**src/rtl/adc_sched_pkg.sv**
```systemverilog
// Shared types and constants for the ADC scan scheduler.
package adc_sched_pkg;

  localparam int ADC_W  = 12;
  localparam int CH_W   = 3;
  localparam int NUM_CH = 8;
  localparam int CNT_W  = 13;

  typedef enum logic [2:0] {
    IDLE   = 3'd0,
    SETTLE = 3'd1,
    START  = 3'd2,
    WAIT   = 3'd3,
    ACCUM  = 3'd4,
    OUTPUT = 3'd5,
    ABORT  = 3'd6
  } state_e;

endpackage

```
**src/rtl/adc_scan_sched_if.sv**
```systemverilog
// ADC-core handshake plus averaged-sample stream of the scan scheduler.
interface adc_scan_sched_if;
  import adc_sched_pkg::*;

  logic [CH_W-1:0]  adc_chan;
  logic             adc_start;
  logic             adc_done;
  logic [ADC_W-1:0] adc_result;
  logic [ADC_W-1:0] sample_data;
  logic [CH_W-1:0]  sample_ch;
  logic             sample_valid;

  // Scheduler side: drives the ADC core and publishes samples.
  modport master (
    output adc_chan, adc_start, sample_data, sample_ch, sample_valid,
    input  adc_done, adc_result
  );

  // ADC core / consumer side.
  modport slave (
    input  adc_chan, adc_start, sample_data, sample_ch, sample_valid,
    output adc_done, adc_result
  );

endinterface

```
**src/rtl/rr_next_ch.sv**
```systemverilog
// Rotating-priority channel finder: first set mask bit strictly after
// 'last' (wrapping), or the first set bit from channel 0 when 'last' is invalid.
module rr_next_ch
  import adc_sched_pkg::*;
(
  input  logic [NUM_CH-1:0] mask,
  input  logic [CH_W-1:0]   last,
  input  logic              last_valid,
  output logic [CH_W-1:0]   next,
  output logic              found
);

  logic [CH_W-1:0] base_s;
  logic [CH_W-1:0] idx_s;

  // Walk offsets 1..NUM_CH from the base; offset NUM_CH wraps back onto
  // 'last' itself so a lone set channel is reselected.
  always_comb begin
    base_s = last_valid ? last : {CH_W{1'b1}};
    next   = {CH_W{1'b0}};
    found  = 1'b0;
    idx_s  = {CH_W{1'b0}};
    for (int i = 1; i <= NUM_CH; i++) begin
      idx_s = base_s + CH_W'(i);
      if (!found && mask[idx_s]) begin
        next  = idx_s;
        found = 1'b1;
      end else begin
        found = found;
      end
    end
  end

endmodule

```
**src/rtl/adc_scan_sched.sv**
```systemverilog
// Round-robin scan sequencer for the shared 8-channel ADC: settle after a
// mux change, average 2^AVG_LOG2 conversions per visit, abort on timeout.
module adc_scan_sched
  import adc_sched_pkg::*;
#(
  parameter int AVG_LOG2    = 2,
  parameter int SETTLE_CYC  = 100,
  parameter int TIMEOUT_CYC = 4096
) (
  input  logic              clk,
  input  logic              reset_n,
  input  logic              enable,
  input  logic [NUM_CH-1:0] ch_mask,
  input  logic              err_clr,
  output logic              busy,
  output logic              timeout_err,
  adc_scan_sched_if.master  bus
);

  localparam int ACC_W = ADC_W + AVG_LOG2;
  localparam int N_W   = AVG_LOG2 + 1;
  localparam logic [N_W-1:0]   N_LAST       = N_W'(32'd1 << AVG_LOG2);
  localparam logic [CNT_W-1:0] SETTLE_LAST  = CNT_W'(SETTLE_CYC - 1);
  localparam logic [CNT_W-1:0] TIMEOUT_LAST = CNT_W'(TIMEOUT_CYC - 1);

  state_e           state_q, state_d;
  logic [CH_W-1:0]  chan_q, chan_d;
  logic             last_valid_q, last_valid_d;
  logic [CNT_W-1:0] cnt_q, cnt_d;
  logic [N_W-1:0]   n_q, n_d;
  logic [ACC_W-1:0] acc_q, acc_d;
  logic [ADC_W-1:0] res_q, res_d;
  logic             adc_start_q, adc_start_d;
  logic [ADC_W-1:0] sample_data_q, sample_data_d;
  logic [CH_W-1:0]  sample_ch_q, sample_ch_d;
  logic             sample_valid_q, sample_valid_d;
  logic             busy_q, busy_d;
  logic             timeout_err_q, timeout_err_d;

  logic [CH_W-1:0]  next_ch_s;
  logic             found_s;
  logic             abort_set_s;
  logic [N_W-1:0]   n_inc_s;
  logic [ACC_W-1:0] acc_sum_s;

  rr_next_ch u_rr_next_ch (
    .mask       (ch_mask),
    .last       (chan_q),
    .last_valid (last_valid_q),
    .next       (next_ch_s),
    .found      (found_s)
  );

  assign n_inc_s   = n_q + N_W'(1);
  assign acc_sum_s = acc_q + ACC_W'(res_q);

  // Next-state and next-output logic; the counter is shared between the
  // settle delay and the conversion timeout since they never overlap.
  always_comb begin
    state_d        = state_q;
    chan_d         = chan_q;
    last_valid_d   = last_valid_q;
    cnt_d          = cnt_q;
    n_d            = n_q;
    acc_d          = acc_q;
    res_d          = res_q;
    sample_data_d  = sample_data_q;
    sample_ch_d    = sample_ch_q;
    sample_valid_d = 1'b0;
    abort_set_s    = 1'b0;

    case (state_q)
      IDLE: begin
        cnt_d = {CNT_W{1'b0}};
        if (enable && found_s) begin
          chan_d       = next_ch_s;
          last_valid_d = 1'b1;
          // Same mux setting as last visit: the input is already settled.
          if (last_valid_q && (next_ch_s == chan_q)) begin
            state_d = START;
          end else begin
            state_d = SETTLE;
          end
        end else begin
          state_d = IDLE;
        end
      end
      SETTLE: begin
        if (cnt_q == SETTLE_LAST) begin
          cnt_d   = {CNT_W{1'b0}};
          state_d = START;
        end else begin
          cnt_d = cnt_q + 13'd1;
        end
      end
      START: begin
        cnt_d   = {CNT_W{1'b0}};
        state_d = WAIT;
      end
      WAIT: begin
        // A done arriving on the expiry cycle still counts as a result.
        if (bus.adc_done) begin
          res_d   = bus.adc_result;
          state_d = ACCUM;
        end else if (cnt_q == TIMEOUT_LAST) begin
          abort_set_s = 1'b1;
          state_d     = ABORT;
        end else begin
          cnt_d = cnt_q + 13'd1;
        end
      end
      ACCUM: begin
        acc_d = acc_sum_s;
        n_d   = n_inc_s;
        if (n_inc_s == N_LAST) begin
          sample_data_d  = ADC_W'(acc_sum_s >> AVG_LOG2);
          sample_ch_d    = chan_q;
          sample_valid_d = 1'b1;
          state_d        = OUTPUT;
        end else begin
          state_d = START;
        end
      end
      OUTPUT: begin
        acc_d   = {ACC_W{1'b0}};
        n_d     = {N_W{1'b0}};
        state_d = IDLE;
      end
      ABORT: begin
        acc_d   = {ACC_W{1'b0}};
        n_d     = {N_W{1'b0}};
        state_d = IDLE;
      end
      default: begin
        state_d = IDLE;
      end
    endcase

    adc_start_d = (state_d == START);
    busy_d      = (state_d != IDLE);

    // A new timeout outranks a simultaneous clear request.
    if (abort_set_s) begin
      timeout_err_d = 1'b1;
    end else if (err_clr) begin
      timeout_err_d = 1'b0;
    end else begin
      timeout_err_d = timeout_err_q;
    end
  end

  // State and output registers; all return to idle values on reset.
  always_ff @(posedge clk or negedge reset_n) begin
    if (!reset_n) begin
      state_q        <= IDLE;
      chan_q         <= {CH_W{1'b0}};
      last_valid_q   <= 1'b0;
      cnt_q          <= {CNT_W{1'b0}};
      n_q            <= {N_W{1'b0}};
      acc_q          <= {ACC_W{1'b0}};
      res_q          <= {ADC_W{1'b0}};
      adc_start_q    <= 1'b0;
      sample_data_q  <= {ADC_W{1'b0}};
      sample_ch_q    <= {CH_W{1'b0}};
      sample_valid_q <= 1'b0;
      busy_q         <= 1'b0;
      timeout_err_q  <= 1'b0;
    end else begin
      state_q        <= state_d;
      chan_q         <= chan_d;
      last_valid_q   <= last_valid_d;
      cnt_q          <= cnt_d;
      n_q            <= n_d;
      acc_q          <= acc_d;
      res_q          <= res_d;
      adc_start_q    <= adc_start_d;
      sample_data_q  <= sample_data_d;
      sample_ch_q    <= sample_ch_d;
      sample_valid_q <= sample_valid_d;
      busy_q         <= busy_d;
      timeout_err_q  <= timeout_err_d;
    end
  end

  assign bus.adc_chan     = chan_q;
  assign bus.adc_start    = adc_start_q;
  assign bus.sample_data  = sample_data_q;
  assign bus.sample_ch    = sample_ch_q;
  assign bus.sample_valid = sample_valid_q;
  assign busy             = busy_q;
  assign timeout_err      = timeout_err_q;

endmodule
```
**src/flat_wrapper.sv**
```systemverilog
// flat-port wrapper written by rule: the top's interface ports become plain ports
module adc_scan_sched_flat import adc_sched_pkg::*;
#(
  parameter int AVG_LOG2    = 2,
  parameter int SETTLE_CYC  = 100,
  parameter int TIMEOUT_CYC = 4096
)
  (clk, reset_n, enable, ch_mask, err_clr, busy, timeout_err, bus_adc_chan, bus_adc_start, bus_sample_data, bus_sample_ch, bus_sample_valid, bus_adc_done, bus_adc_result);
  adc_scan_sched_if bus_i ();
  input  logic clk;
  input  logic reset_n;
  input  logic enable;
  input  logic [NUM_CH-1:0] ch_mask;
  input  logic err_clr;
  output logic busy;
  output logic timeout_err;
  output wire logic [$bits(bus_i.adc_chan)-1:0] bus_adc_chan;
  output wire logic [$bits(bus_i.adc_start)-1:0] bus_adc_start;
  output wire logic [$bits(bus_i.sample_data)-1:0] bus_sample_data;
  output wire logic [$bits(bus_i.sample_ch)-1:0] bus_sample_ch;
  output wire logic [$bits(bus_i.sample_valid)-1:0] bus_sample_valid;
  input wire logic [$bits(bus_i.adc_done)-1:0] bus_adc_done;
  input wire logic [$bits(bus_i.adc_result)-1:0] bus_adc_result;
  assign bus_adc_chan = bus_i.adc_chan;
  assign bus_adc_start = bus_i.adc_start;
  assign bus_sample_data = bus_i.sample_data;
  assign bus_sample_ch = bus_i.sample_ch;
  assign bus_sample_valid = bus_i.sample_valid;
  assign bus_i.adc_done = bus_adc_done;
  assign bus_i.adc_result = bus_adc_result;
  adc_scan_sched #(.AVG_LOG2(AVG_LOG2), .SETTLE_CYC(SETTLE_CYC), .TIMEOUT_CYC(TIMEOUT_CYC)) u_core (.clk(clk), .reset_n(reset_n), .enable(enable), .ch_mask(ch_mask), .err_clr(err_clr), .busy(busy), .timeout_err(timeout_err), .bus(bus_i));
endmodule
```
**config.mk**
```make
export PLATFORM = sky130hd
export DESIGN_NAME = adc_scan_sched_flat
export DESIGN_NICKNAME = d
export VERILOG_FILES = /design/src/rtl/adc_sched_pkg.sv /design/src/rtl/adc_scan_sched_if.sv /design/src/rtl/rr_next_ch.sv /design/src/rtl/adc_scan_sched.sv /design/src/flat_wrapper.sv
export SDC_FILE = /design/constraint.sdc
export NUM_CORES = 1
export LEC_CHECK = 0
export CAP_MARGIN = 25
export CORE_MARGIN = 3
export CORE_UTILIZATION = 45
export DETAILED_ROUTE_END_ITERATION = 8
export MAX_ROUTING_LAYER = met4
export PLACE_DENSITY_LB_ADDON = 0.3
export SKIP_CTS_REPAIR_TIMING = 1
export SYNTH_ARGS = -nofsm -noshare
export SYNTH_HDL_FRONTEND = slang
export SYNTH_SLANG_ARGS = --single-unit
export TNS_END_PERCENT = 10
```
**constraint.sdc**
```tcl
create_clock -name clk -period 4.28 [get_ports clk]
set_input_delay 0.856 -clock clk [delete_from_list [all_inputs] [get_ports clk]]
set_output_delay 0.856 -clock clk [all_outputs]
set_load 0.02 [all_outputs]
```
==> results.txt <==
In the layout the commonest cells are 68 x sky130_fd_sc_hd__dfrtp_1, 45 x sky130_fd_sc_hd__nand2_1, 45 x sky130_fd_sc_hd__clkdlybuf4s50_1, 30 x sky130_fd_sc_hd__nor2_1, 27 x sky130_fd_sc_hd__o21ai_0. Synthesis produced 445 cells. Setup violations remaining at the end of the flow were counted as 0.

In this run the standard cell core region covers 9370 um2. The critical path endpoint was u_core.bus.adc_start. A synthesized cell averages 9.92 um2. The tools report the number of iterations in the first detailed-routing pass as 4. The run gives 166 as the starting DRC count in detailed routing. Critical-path maximum fanout: 16. Power per cell area: 247 nW/um2. For the worst setup path, the data arrival time is 4.13 ns. The startpoint identified for the worst register-to-register timing path is u_core.bus.adc_chan[0]. In this run the number of H-tree levels came out at 3. The post-route clock period utilization works out to 0.902. The maximum buffer depth of the clock tree was 2; the top cell type's share of synthesized area was 0.385. In the post-synthesis netlist, the biggest area contributors are sky130_fd_sc_hd__dfrtp_1 39%, sky130_fd_sc_hd__mux2_2 5.9%, sky130_fd_sc_hd__mux4_2 4.6%.

For the finished layout, the period the worst path requires is 3.86 ns. STA classifies the critical path endpoint as a register. The tools report the post-detailed-route count of antenna-violating nets as 0.

The die covers 11,000 um2. The worst setup path is launched from a register. The count of buffers added on input and output ports is 46. The number of pins exceeding their max-slew limit in the final report came out at 0. The overall global routing resource usage came out at 0.190. For the overflow left after global routing, the log shows 0. Slowest cell on the critical path: sky130_fd_sc_hd__mux4_2. The HPWL after detailed placement is 7.35 mm.

The first global-routing pass estimated 16.9 mm of wire. The Yosys step of the flow raised 0 warnings. The net count of the finished layout is 530.

The tools report the portion of total power attributed to combinational logic as 0.070. The x dimension of the die is 105 um. Walking the worst path, the cells encountered are nor2b_2 > inv_6 > ha_1 > xnor2_2 > mux4_2 > nand4_2 > nor4_1 > a211oi_2 > xnor2_1 > o31ai_2 > and4b_1. The switching power as a share of total power is 0.218. Timing would allow up to 259 MHz. The endpoint identified for the worst register-to-register timing path is u_core.bus.adc_start. Summed over all nets, the switching power comes to 0.279 mW. The setup slack after layout is 0.421 ns. The type of the setup path with the least slack was register to register.

The count of non-filler cells in the finished layout is 622. The logs give 0.501 for the fraction of power consumed by sequential logic and 0 for the number of max-capacitance violations reported. The run gives 3,471 as the via count of the first global-routing pass. Internal power of the cells: 1.00 mW. The cell taking the most area after synthesis was sky130_fd_sc_hd__dfrtp_1. For the total clock sinks, the log shows 68. 47 I/O pins were placed.

The utilization of the core after routing came out at 0.554. The tools report the number of antenna violations at the first check in global routing as 0. The class of the tightest hold or removal check was register to register. The logs give 0.513 for the max-slew headroom at the worst pin and 0.485 ns for the worst hold slack.

Including well taps, the total number of placed cells is 605. The number of hold violations in the final report was 0. TritonCTS built the clock tree.

The run finished with clean final reports. For the pin with the worst max-slew slack, the measured transition is 0.729 ns. The clock power share is 0.428. Among all flip-flop cells after synthesis, the most frequent one is sky130_fd_sc_hd__dfrtp_1. Buffers inserted during clock tree synthesis total 9. The total power of the final layout is 1.28 mW. In this run the worst setup path begins at u_core.bus.adc_chan[0]. Counting cells, the worst reg-to-reg path comes to 11. The sequential element share of the synthesized area is 0.385, and the via density per instance is 5.66.

Relative to the synthesized area, the layout overhead comes to 17.6%. The cell at the root of the clock tree is sky130_fd_sc_hd__clkbuf_8. For this run, the slowest stage of the critical path takes 0.61 ns. Entering global routing, the biggest net connects 45 pins. The post-detailed-route wirelength per cell was 15.6 um; the required time of the critical path was 4.55 ns.

Number of synthesized flops with an enable pin: 0. The effective utilization at floorplan is 0.471, and the floorplan die height is 105 um. The global placement routability congestion is 0.908, and the count of standard-cell rows is 35. The logs give 0.170 mV for the worst ir drop on vdd and 0 ns for the setup TNS. The final routed wirelength across all metal layers was 9.69 mm. The library cell used most frequently in the layout, excluding fill and tap cells, is sky130_fd_sc_hd__dfrtp_1. When the netlist entered floorplanning its net count stood at 487. The leakage power summed over all cells came out at 2.36 nW. In this run the cell area of the synthesized design comes to 4420 um2. In this run, synthesis produced a sequential element count of 68. In the routed design, unresolved DRC markers number 0. The overall via count from detail_route was 3,520; the CTS clock-pin slew for the worst setup and hold paths was 0.07 ns. Design area: 5190 um2.

The placed instances occupy a cell area of 4950 um2. Post-synthesis async set-or-reset flop share: 1.00. Setup repair after global routing left no endpoint under its margin. The number of antenna diodes in the final layout is 0.

Clock skew on the completed layout was measured at 0.0125 ns. In this run, distinct cell masters in the synthesized netlist total 72. Prior to clock tree synthesis, the placed netlist has a worst setup slack of 0.443 ns. The logs give 0.42 ns for the worst reg-to-reg setup slack and 0.33 ns for the later-pin clock latency in the skew report. The proportion of layout cells with a drive suffix above 1 is 0.146.
state kept, by name, indices dropped and copies added, names as in the netlist:
| signal | flops |
|---|---|
| u_core.acc_q | 14 |
| u_core.cnt_q | 13 |
| u_core.bus.sample_data | 12 |
| u_core.res_q | 12 |
| u_core.bus.adc_chan | 3 |
| u_core.bus.sample_ch | 3 |
| u_core.n_q | 3 |
| u_core.state_q | 3 |
| u_core.bus.adc_start | 1 |
| u_core.bus.sample_valid | 1 |
| u_core.busy | 1 |
| u_core.last_valid_q | 1 |
| u_core.timeout_err | 1 |
synthesized netlist by cell type, drive strengths merged, types with 9 or more instances:
master  instances
inv            20
a21oi          18
nand3          14
mux2           23
o21ai          31
nand2          45
ha             16
dfrtp          68
xor2           12
xnor2          12
clkbuf          9
a22o           13
buf             9
mux4            9
mux2i          14
nor2           30
how the worst min path moves through the flow:
stage / start / end / slack [ns] / cells after the start
floorplan: u_core.acc_q[13] / u_core.acc_q[13] / 0.47 / 2
global placement: u_core.bus.sample_ch[0] / u_core.bus.sample_ch[0] / 0.46 / 2
detailed placement: u_core.bus.sample_ch[0] / u_core.bus.sample_ch[0] / 0.48 / 2
CTS: u_core.bus.sample_ch[0] / u_core.bus.sample_ch[0] / 0.49 / 2
global route: u_core.bus.sample_ch[2] / u_core.bus.sample_ch[2] / 0.51 / 2
finish: u_core.bus.sample_ch[0] / u_core.bus.sample_ch[0] / 0.48 / 2
power by group through the flow:
stage / clock (mW) / sequential (mW) / combinational, mW
6_report: 0.549 / 0.642 / 0.0900
5_1_grt: 0.590 / 0.642 / 0.0991
4_1_cts: 0.564 / 0.642 / 0.0873
3_5_place_dp: 0 / 0.655 / 0.0869
3_3_place_gp: 0 / 0.655 / 0.0873
2_1_floorplan: 0 / 0.655 / 0.0376
area by class of cell:
cell class	count	area, um2
sequential	68	1700
inverter	20	80.1
timing repair buffer	50	505
clock inverter	3	43.8
fill	880	4180
multi-input combinational	339	2530
tap	129	161
clock buffer	13	169
cells by family (layout without fill, tap and decap cells):
group	after synthesis	after routing	synth area share
DFF	68	68	0.385
adders and majority gates	17	17	0.0499
muxes	46	46	0.140
and+or+nand+nor	148	148	0.172
buffers and inverters	38	86	0.0417
AOI/OAI and AO/OA	104	104	0.162
xor gates and xnor gates	24	24	0.0493
worst max-delay path: cells and delay by family (launching register included):
| kind | cells | cell delay, ns |
|---|---|---|
| AOI/OAI and AO/OA | 2 | 0.58 |
| and+or+nand+nor | 4 | 1.03 |
| DFF | 1 | 0.58 |
| buffers and inverters | 1 | 0.15 |
| muxes | 1 | 0.61 |
| adders and majority gates | 1 | 0.29 |
| xor gates and xnor gates | 2 | 0.53 |
metal layers:
layer	vias to the layer above	wire length, um	track usage
met3	6	360	0.0383
met4	0	48	0.0337
met1	1719	4870	0.271
li1	1712	-	-
met5	-	0	-
met2	83	4410	0.287
Power figures use the tool's default switching activity.
